<file path="src/rtl/aes_core_dispatcher_if.sv">
// Bundle of the requester, core-array and consumer signals of the AES core dispatcher.
// The slave modport is the dispatcher's view; master is the surrounding environment.
interface aes_core_dispatcher_if #(
    parameter int unsigned NUM_CORES = 3
);
    logic                     in_valid;
    logic [127:0]             in_data;
    logic                     in_encrypt;
    logic                     in_ready;

    logic [NUM_CORES-1:0]     core_en;
    logic [127:0]             core_data;
    logic                     core_encrypt;
    logic [NUM_CORES-1:0]     core_ready;
    logic [128*NUM_CORES-1:0] core_result;

    logic                     out_valid;
    logic [127:0]             out_data;
    logic                     out_ready;

    modport slave (
        input  in_valid, in_data, in_encrypt, core_ready, core_result, out_ready,
        output in_ready, core_en, core_data, core_encrypt, out_valid, out_data
    );

    modport master (
        output in_valid, in_data, in_encrypt, core_ready, core_result, out_ready,
        input  in_ready, core_en, core_data, core_encrypt, out_valid, out_data
    );
endinterface

</file>
<file path="src/rtl/aes_core_dispatcher.sv">
// Round-robin dispatch of blocks to three AES cores with per-core result slots.
// Define AES_DISPATCH_INORDER_EN to return results in acceptance order via an order FIFO.
module aes_core_dispatcher #(
    parameter int unsigned NUM_CORES   = 3,
    parameter int unsigned ORDER_DEPTH = 4
) (
    input  logic                 clk,
    input  logic                 rst,
    aes_core_dispatcher_if.slave bus,
    output logic                 idle,
    output logic                 err
);
    localparam int unsigned IdxW = $clog2(NUM_CORES);
    // A misconfigured instance refuses all input rather than misbehaving.
    localparam bit CfgOk = (NUM_CORES == 3) && (ORDER_DEPTH >= NUM_CORES);

    typedef logic [IdxW-1:0] idx_t;

    logic [NUM_CORES-1:0] pending_q, pending_d, slot_valid_q, slot_valid_d;
    logic [NUM_CORES-1:0] core_en_q, core_en_d, free, capture, spurious;
    logic [127:0]         slot_q [NUM_CORES];
    logic [127:0]         core_data_q;
    logic                 core_encrypt_q;
    idx_t                 rr_ptr_q, rr_ptr_d, sel, drain_idx;
    logic                 sel_found, space_ok, accept, out_valid, drain;
    logic                 err_q, err_d;

    function automatic idx_t next_core(idx_t i);
        return (i == idx_t'(NUM_CORES - 1)) ? '0 : i + 1'b1;
    endfunction

    assign free     = ~pending_q & ~slot_valid_q;
    assign capture  = bus.core_ready & pending_q;
    assign spurious = bus.core_ready & ~pending_q;

    always_comb begin : select_core
        int unsigned c;
        idx_t        cand;
        c         = 0;
        cand      = '0;
        sel       = '0;
        sel_found = 1'b0;
        for (int unsigned k = 0; k < NUM_CORES; k++) begin
            c = 32'(rr_ptr_q) + k;
            if (c >= NUM_CORES) c = c - NUM_CORES;
            cand = idx_t'(c);
            if (!sel_found && free[cand]) begin
                sel       = cand;
                sel_found = 1'b1;
            end
        end
    end

    assign bus.in_ready = CfgOk && !rst && sel_found && space_ok;
    assign accept       = bus.in_valid && bus.in_ready;
    assign drain        = out_valid && bus.out_ready;

`ifdef AES_DISPATCH_INORDER_EN
    localparam int unsigned PtrW = (ORDER_DEPTH > 1) ? $clog2(ORDER_DEPTH) : 1;
    localparam int unsigned CntW = $clog2(ORDER_DEPTH + 1);
    typedef logic [PtrW-1:0] ptr_t;

    idx_t            order_q [ORDER_DEPTH];
    ptr_t            wr_ptr_q, rd_ptr_q;
    logic [CntW-1:0] count_q;

    function automatic ptr_t ptr_inc(ptr_t p);
        return (p == ptr_t'(ORDER_DEPTH - 1)) ? '0 : p + 1'b1;
    endfunction

    assign space_ok  = (count_q != CntW'(ORDER_DEPTH));
    assign drain_idx = order_q[rd_ptr_q];
    assign out_valid = (count_q != '0) && slot_valid_q[drain_idx];

    always_ff @(posedge clk) begin
        if (accept) order_q[wr_ptr_q] <= sel;
    end

    always_ff @(posedge clk) begin
        if (rst) begin
            wr_ptr_q <= '0;
            rd_ptr_q <= '0;
            count_q  <= '0;
        end else begin
            if (accept) wr_ptr_q <= ptr_inc(wr_ptr_q);
            if (drain)  rd_ptr_q <= ptr_inc(rd_ptr_q);
            if (accept && !drain)      count_q <= count_q + 1'b1;
            else if (!accept && drain) count_q <= count_q - 1'b1;
        end
    end
`else
    // Completion order: lowest-index held slot wins.
    always_comb begin
        drain_idx = '0;
        out_valid = 1'b0;
        for (int k = NUM_CORES - 1; k >= 0; k--) begin
            if (slot_valid_q[k]) begin
                drain_idx = idx_t'(k);
                out_valid = 1'b1;
            end
        end
    end

    assign space_ok = 1'b1;
`endif

    always_comb begin
        pending_d    = pending_q & ~capture;
        slot_valid_d = slot_valid_q | capture;
        core_en_d    = '0;
        rr_ptr_d     = rr_ptr_q;
        err_d        = err_q | (|spurious);
        if (drain) slot_valid_d[drain_idx] = 1'b0;
        if (accept) begin
            pending_d[sel] = 1'b1;
            core_en_d[sel] = 1'b1;
            rr_ptr_d       = next_core(sel);
        end
    end

    always_ff @(posedge clk) begin
        if (rst) begin
            pending_q      <= '0;
            slot_valid_q   <= '0;
            core_en_q      <= '0;
            rr_ptr_q       <= '0;
            err_q          <= 1'b0;
            core_data_q    <= '0;
            core_encrypt_q <= 1'b0;
        end else begin
            pending_q    <= pending_d;
            slot_valid_q <= slot_valid_d;
            core_en_q    <= core_en_d;
            rr_ptr_q     <= rr_ptr_d;
            err_q        <= err_d;
            if (accept) begin
                core_data_q    <= bus.in_data;
                core_encrypt_q <= bus.in_encrypt;
            end
        end
    end

    always_ff @(posedge clk) begin
        for (int i = 0; i < NUM_CORES; i++) begin
            if (capture[i]) slot_q[i] <= bus.core_result[128*i +: 128];
        end
    end

    assign bus.core_en      = core_en_q;
    assign bus.core_data    = core_data_q;
    assign bus.core_encrypt = core_encrypt_q;
    assign bus.out_valid    = out_valid;
    assign bus.out_data     = out_valid ? slot_q[drain_idx] : '0;
    assign err              = err_q;
    assign idle             = (pending_q == '0) && (slot_valid_q == '0) && (core_en_q == '0);
endmodule

</file>
<file path="src/flat_wrapper.sv">
// flat-port wrapper written by rule: the top's interface ports become plain ports
module aes_core_dispatcher_flat 
#(
    parameter int unsigned NUM_CORES   = 3,
    parameter int unsigned ORDER_DEPTH = 4
)
  (clk, rst, idle, err, bus_in_valid, bus_in_data, bus_in_encrypt, bus_core_ready, bus_core_result, bus_out_ready, bus_in_ready, bus_core_en, bus_core_data, bus_core_encrypt, bus_out_valid, bus_out_data);
  aes_core_dispatcher_if #(.NUM_CORES(NUM_CORES)) bus_i ();
  input  logic clk;
  input  logic rst;
  output logic idle;
  output logic err;
  input wire logic [$bits(bus_i.in_valid)-1:0] bus_in_valid;
  input wire logic [$bits(bus_i.in_data)-1:0] bus_in_data;
  input wire logic [$bits(bus_i.in_encrypt)-1:0] bus_in_encrypt;
  input wire logic [$bits(bus_i.core_ready)-1:0] bus_core_ready;
  input wire logic [$bits(bus_i.core_result)-1:0] bus_core_result;
  input wire logic [$bits(bus_i.out_ready)-1:0] bus_out_ready;
  output wire logic [$bits(bus_i.in_ready)-1:0] bus_in_ready;
  output wire logic [$bits(bus_i.core_en)-1:0] bus_core_en;
  output wire logic [$bits(bus_i.core_data)-1:0] bus_core_data;
  output wire logic [$bits(bus_i.core_encrypt)-1:0] bus_core_encrypt;
  output wire logic [$bits(bus_i.out_valid)-1:0] bus_out_valid;
  output wire logic [$bits(bus_i.out_data)-1:0] bus_out_data;
  assign bus_i.in_valid = bus_in_valid;
  assign bus_i.in_data = bus_in_data;
  assign bus_i.in_encrypt = bus_in_encrypt;
  assign bus_i.core_ready = bus_core_ready;
  assign bus_i.core_result = bus_core_result;
  assign bus_i.out_ready = bus_out_ready;
  assign bus_in_ready = bus_i.in_ready;
  assign bus_core_en = bus_i.core_en;
  assign bus_core_data = bus_i.core_data;
  assign bus_core_encrypt = bus_i.core_encrypt;
  assign bus_out_valid = bus_i.out_valid;
  assign bus_out_data = bus_i.out_data;
  aes_core_dispatcher #(.NUM_CORES(NUM_CORES), .ORDER_DEPTH(ORDER_DEPTH)) u_core (.clk(clk), .rst(rst), .bus(bus_i), .idle(idle), .err(err));
endmodule
</file>
<file path="config.mk">
export PLATFORM = sky130hd
export DESIGN_NAME = aes_core_dispatcher_flat
export DESIGN_NICKNAME = d
export VERILOG_FILES = /design/src/rtl/aes_core_dispatcher_if.sv /design/src/rtl/aes_core_dispatcher.sv /design/src/flat_wrapper.sv
export SDC_FILE = /design/constraint.sdc
export NUM_CORES = 1
export LEC_CHECK = 0
export CORE_AREA = 4 4 304 306
export DETAILED_ROUTE_END_ITERATION = 8
export DIE_AREA = 0 0 308 310
export PLACE_DENSITY = 0.55
export SLEW_MARGIN = 20
export SYNTH_ARGS = -nofsm -noshare
export SYNTH_HDL_FRONTEND = slang
export SYNTH_SLANG_ARGS = --single-unit
</file>
<file path="constraint.sdc">
create_clock -name clk -period 4.1 [get_ports clk]
set_input_delay 0.41 -clock clk [delete_from_list [all_inputs] [get_ports clk]]
set_output_delay 0.41 -clock clk [all_outputs]
set_load 0.03 [all_outputs]
</file>
==> insert_results.sql, run 1 <==
INSERT INTO impl_metrics (metric_group, metric, value, unit) VALUES
('floorplanning', 'start_util', '23.4', '%'),
('grt', 'grt_overflow_total', '0', ''),
('pwr', 'p_leak', '11.0', 'nW'),
('critical_path', 'timing_worst_setup_path_type', 'reg -> out', ''),
('yosys', 'synth-async-reset-ratio', '0', '%'),
('floorplanning', 'core-area', '0.0896', 'mm²'),
('yosys', 'main_flop_type_after_synthesis', 'sky130_fd_sc_hd__edfxtp_1', ''),
('yosys', 'synth-edff-count', '384', ''),
('critical_path', 'r2r_end', 'u_core.bus.core_data[113]', ''),
('detailed_routing', 'wl', '73600', 'µm'),
('floorplanning', 'ioPinCount', '784', ''),
('layout', 'final_common_cell', 'sky130_fd_sc_hd__clkdlybuf4s50_1', ''),
('detailed_routing', 'routed_wire_length_per_instance', '19.8', 'µm'),
('pwr', 'fin_total_pwr', '16.2', 'mW'),
('yosys', 'mappedNetlistArea', '0.0210', 'mm²'),
('clock_tree', 'clkTransAtPathRegs', '60', 'ps'),
('grt', 'number_of_antenna_violations_at_the_first_check_in_global_routing', '33', ''),
('clock_tree', 'root_buf_cell', 'sky130_fd_sc_hd__clkbuf_16', ''),
('clock_tree', 'clockBufferDepth', '3', ''),
('critical_path', 'worst_ep_required_time', '3690', 'ps'),
('layout', 'final_nets', '2991', ''),
('placed_design', 'io_buffer_count', '783', ''),
('floorplanning', 'fp.dieW', '308', 'µm'),
('grt', 'largest_net_degree_at_the_start_of_global_routing', '173', ''),
('yosys', 'synth_compound_area_share', '7.09', '%'),
('detailed_routing', 'via_count', '15802', ''),
('timing', 'setup_tns', '0', 'ps'),
('grt', 'grt_pass1_wl', '104000', 'µm'),
('yosys', 'synthXorXnorAreaFrac', '0', '%'),
('yosys', 'synth_top_family_by_area', 'simple AND/OR/NAND/NOR gates', ''),
('min_path', 'min_delay_path_depth', '1', ''),
('clock_tree', 'post_cts_setup_driven_buffer_insertion_count', '0', ''),
('floorplanning', 'die_span_in_y', '310', 'µm'),
('critical_path', 'crit_path_max_fanout', '47', ''),
('critical_path', 'setup.worst_path.end_class', 'output pin', ''),
('clock_tree', 'clk-insertion-delay-late', '630', 'ps'),
('timing', 'timing.fmax', '265', 'MHz'),
('critical_path', 'r2r_setup_slack', '1460', 'ps'),
('yosys', 'yosys.area.top_type_share', '55.0', '%'),
('pwr', 'power_density', '504', 'mW/mm²'),
('pwr', 'max-vdd-ir-drop', '289', 'µV'),
('layout', 'drive_above_1_share', '5.24', '%'),
('detailed_routing', 'drt_iter0_drc', '914', ''),
('timing', 'final-max-slew-violation-count', '0', ''),
('outcome', 'outcome', 'finished, final reports clean', ''),
('floorplanning', 'die_area', '0.0955', 'mm²'),
('clock_tree', 'numCtsBuffers', '60', ''),
('timing', 'rsz0062_at_grt', 'false', ''),
('yosys', 'netlist_instances', '1709', ''),
('grt', 'track_usage', '14.4', '%'),
('yosys', 'synth_nets', '2231', ''),
('critical_path', 'arrival', '3360', 'ps'),
('clock_tree', 'cts_tree', 'done', ''),
('timing', 'timing.final.setup_violations', '0', ''),
('layout', 'area_growth_syn_to_layout', '52.9', '%'),
('yosys', 'count_of_synthesis_stage_warnings_from_yosys', '0', ''),
('grt', 'first_global_vias', '16337', ''),
('layout', 'top_library_cells_by_usage_in_the_layout_fill_and_taps_aside', '782 x sky130_fd_sc_hd__clkdlybuf4s50_1, 384 x sky130_fd_sc_hd__edfxtp_1, 261 x sky130_fd_sc_hd__nand2b_1', ''),
('clock_tree', 'cts_num_sinks', '525', ''),
('timing', 'min_period_over_period', '92.0', '%'),
('yosys', 'synth.area.mux_share', '6.21', '%'),
('timing', 'worst_slew_pin_slew', '1020', 'ps'),
('yosys', 'distinct_cells_synth', '36', ''),
('detailed_routing', 'postRouteAntennaNets', '0', ''),
('min_path', 'min_delay_worst_endpoint', 'u_core.slot_q[0][76]', ''),
('yosys', 'yosysSeqAreaShare', '68.5', '%'),
('floorplanning', 'rows', '110', ''),
('placed_design', 'dp.final_hpwl', '54000', 'µm'),
('min_path', 'min_from', 'bus_core_result[76]', ''),
('critical_path', 'critical_path.startpoint_type', 'flip-flop', ''),
('placed_design', 'gpl.final_weighted_congestion', '0.870', '');
[per-layer routing]
| metal | GRT usage (%) | up-vias | wire length, µm |
|---|---|---|---|
| met2 | 24.4 | 663 | 35700 |
| met5 | 0 | - | 148 |
| met1 | 16.8 | 7487 | 28900 |
| met4 | 5.90 | 24 | 2280 |
| met3 | 4.88 | 139 | 6560 |
| li1 | - | 7489 | - |
[area by class of cell]
type / instances / area, µm²
fill: 8777 / 57500
sequential: 525 / 14400
timing repair buffer: 815 / 8250
multi-input combinational: 1062 / 5970
clock buffer: 71 / 1560
tap: 1176 / 1470
clock inverter: 41 / 362
antenna: 23 / 57.6
inverter: 5 / 18.8
[worst max-delay path by stage]
stage / startpoint / to / slack, ps / cells after the start
after global placement: u_core.slot_valid_q[2] / bus_out_data[123] / 970 / 4
after global routing: u_core.slot_valid_q[2] / bus_out_data[117] / 30 / 4
after detailed placement: u_core.slot_valid_q[2] / bus_out_data[126] / 920 / 4
after CTS: u_core.slot_valid_q[2] / bus_out_data[126] / 200 / 4
after floorplan: u_core.pending_q[0] / u_core.slot_q[0][0] / 200 / 1
final: u_core.slot_valid_q[2] / bus_out_data[116] / 330 / 4
[sequential cells by signal, summed over array words and instances (netlist names)]
name                     flops
u_core.slot_q              384
u_core.bus.core_data       128
u_core.bus.core_en           3
u_core.pending_q             3
u_core.slot_valid_q          3
u_core.rr_ptr_q              2
u_core.bus.core_encrypt      1
u_core.err                   1
[power by group]
part           switching, mW  internal (mW)  total (mW)
sequential             0.304           6.40        6.70
combinational           2.44           1.78        4.22
clock                   2.27           2.98        5.25
[per-stage QoR]
stage               instances  utilization (%)  hold slack [ps]  setup slack (ps)  instance area [µm²]
floorplan                1709                -              469               197                21000
global placement         3583             33.6              458               967                30100
detailed placement       3583             33.6              462               924                30100
CTS                      3695             35.7              267               203                32000
global route             3708             35.7              283              25.3                32000
finish                   3718             35.8              331               328                32100
[cells in the mapped netlist, drive strengths merged, types with 2 or more instances]
master,number
dfxtp,141
nor2b,2
nand4,3
ha,2
edfxtp,384
nor4,2
nor3,4
o21ai,132
clkbuf,97
nand2b,261
a22oi,13
nand3,3
a21oi,122
o32ai,2
buf,20
nor2,126
and2,4
a311oi,2
inv,5
mux2i,130
nand2,243
[worst max-delay path: stages, from the launching register on]
cell and delay (ps):
sky130_fd_sc_hd__dfxtp_4 740, sky130_fd_sc_hd__nor2b_1 890, sky130_fd_sc_hd__a22oi_1 140, sky130_fd_sc_hd__o21ai_0 230, sky130_fd_sc_hd__clkdlybuf4s50_1 730
[logic make-up after synthesis]
kind of cell	Yosys count
flops	525
buf+inv	122
simple gates	651
compound gates	279
mux	130
fa+ha+maj	2
No activity file was read; power rests on OpenSTA's default activity.
==> run 2: changes to the inputs <==
Settings changed: ABC_CLOCK_PERIOD_IN_PS from default to 4100, GPL_ROUTABILITY_DRIVEN from default to 0.
==> results of run 2 <==
Same layout as run 1: the final DEF is identical, and so are final timing and power.
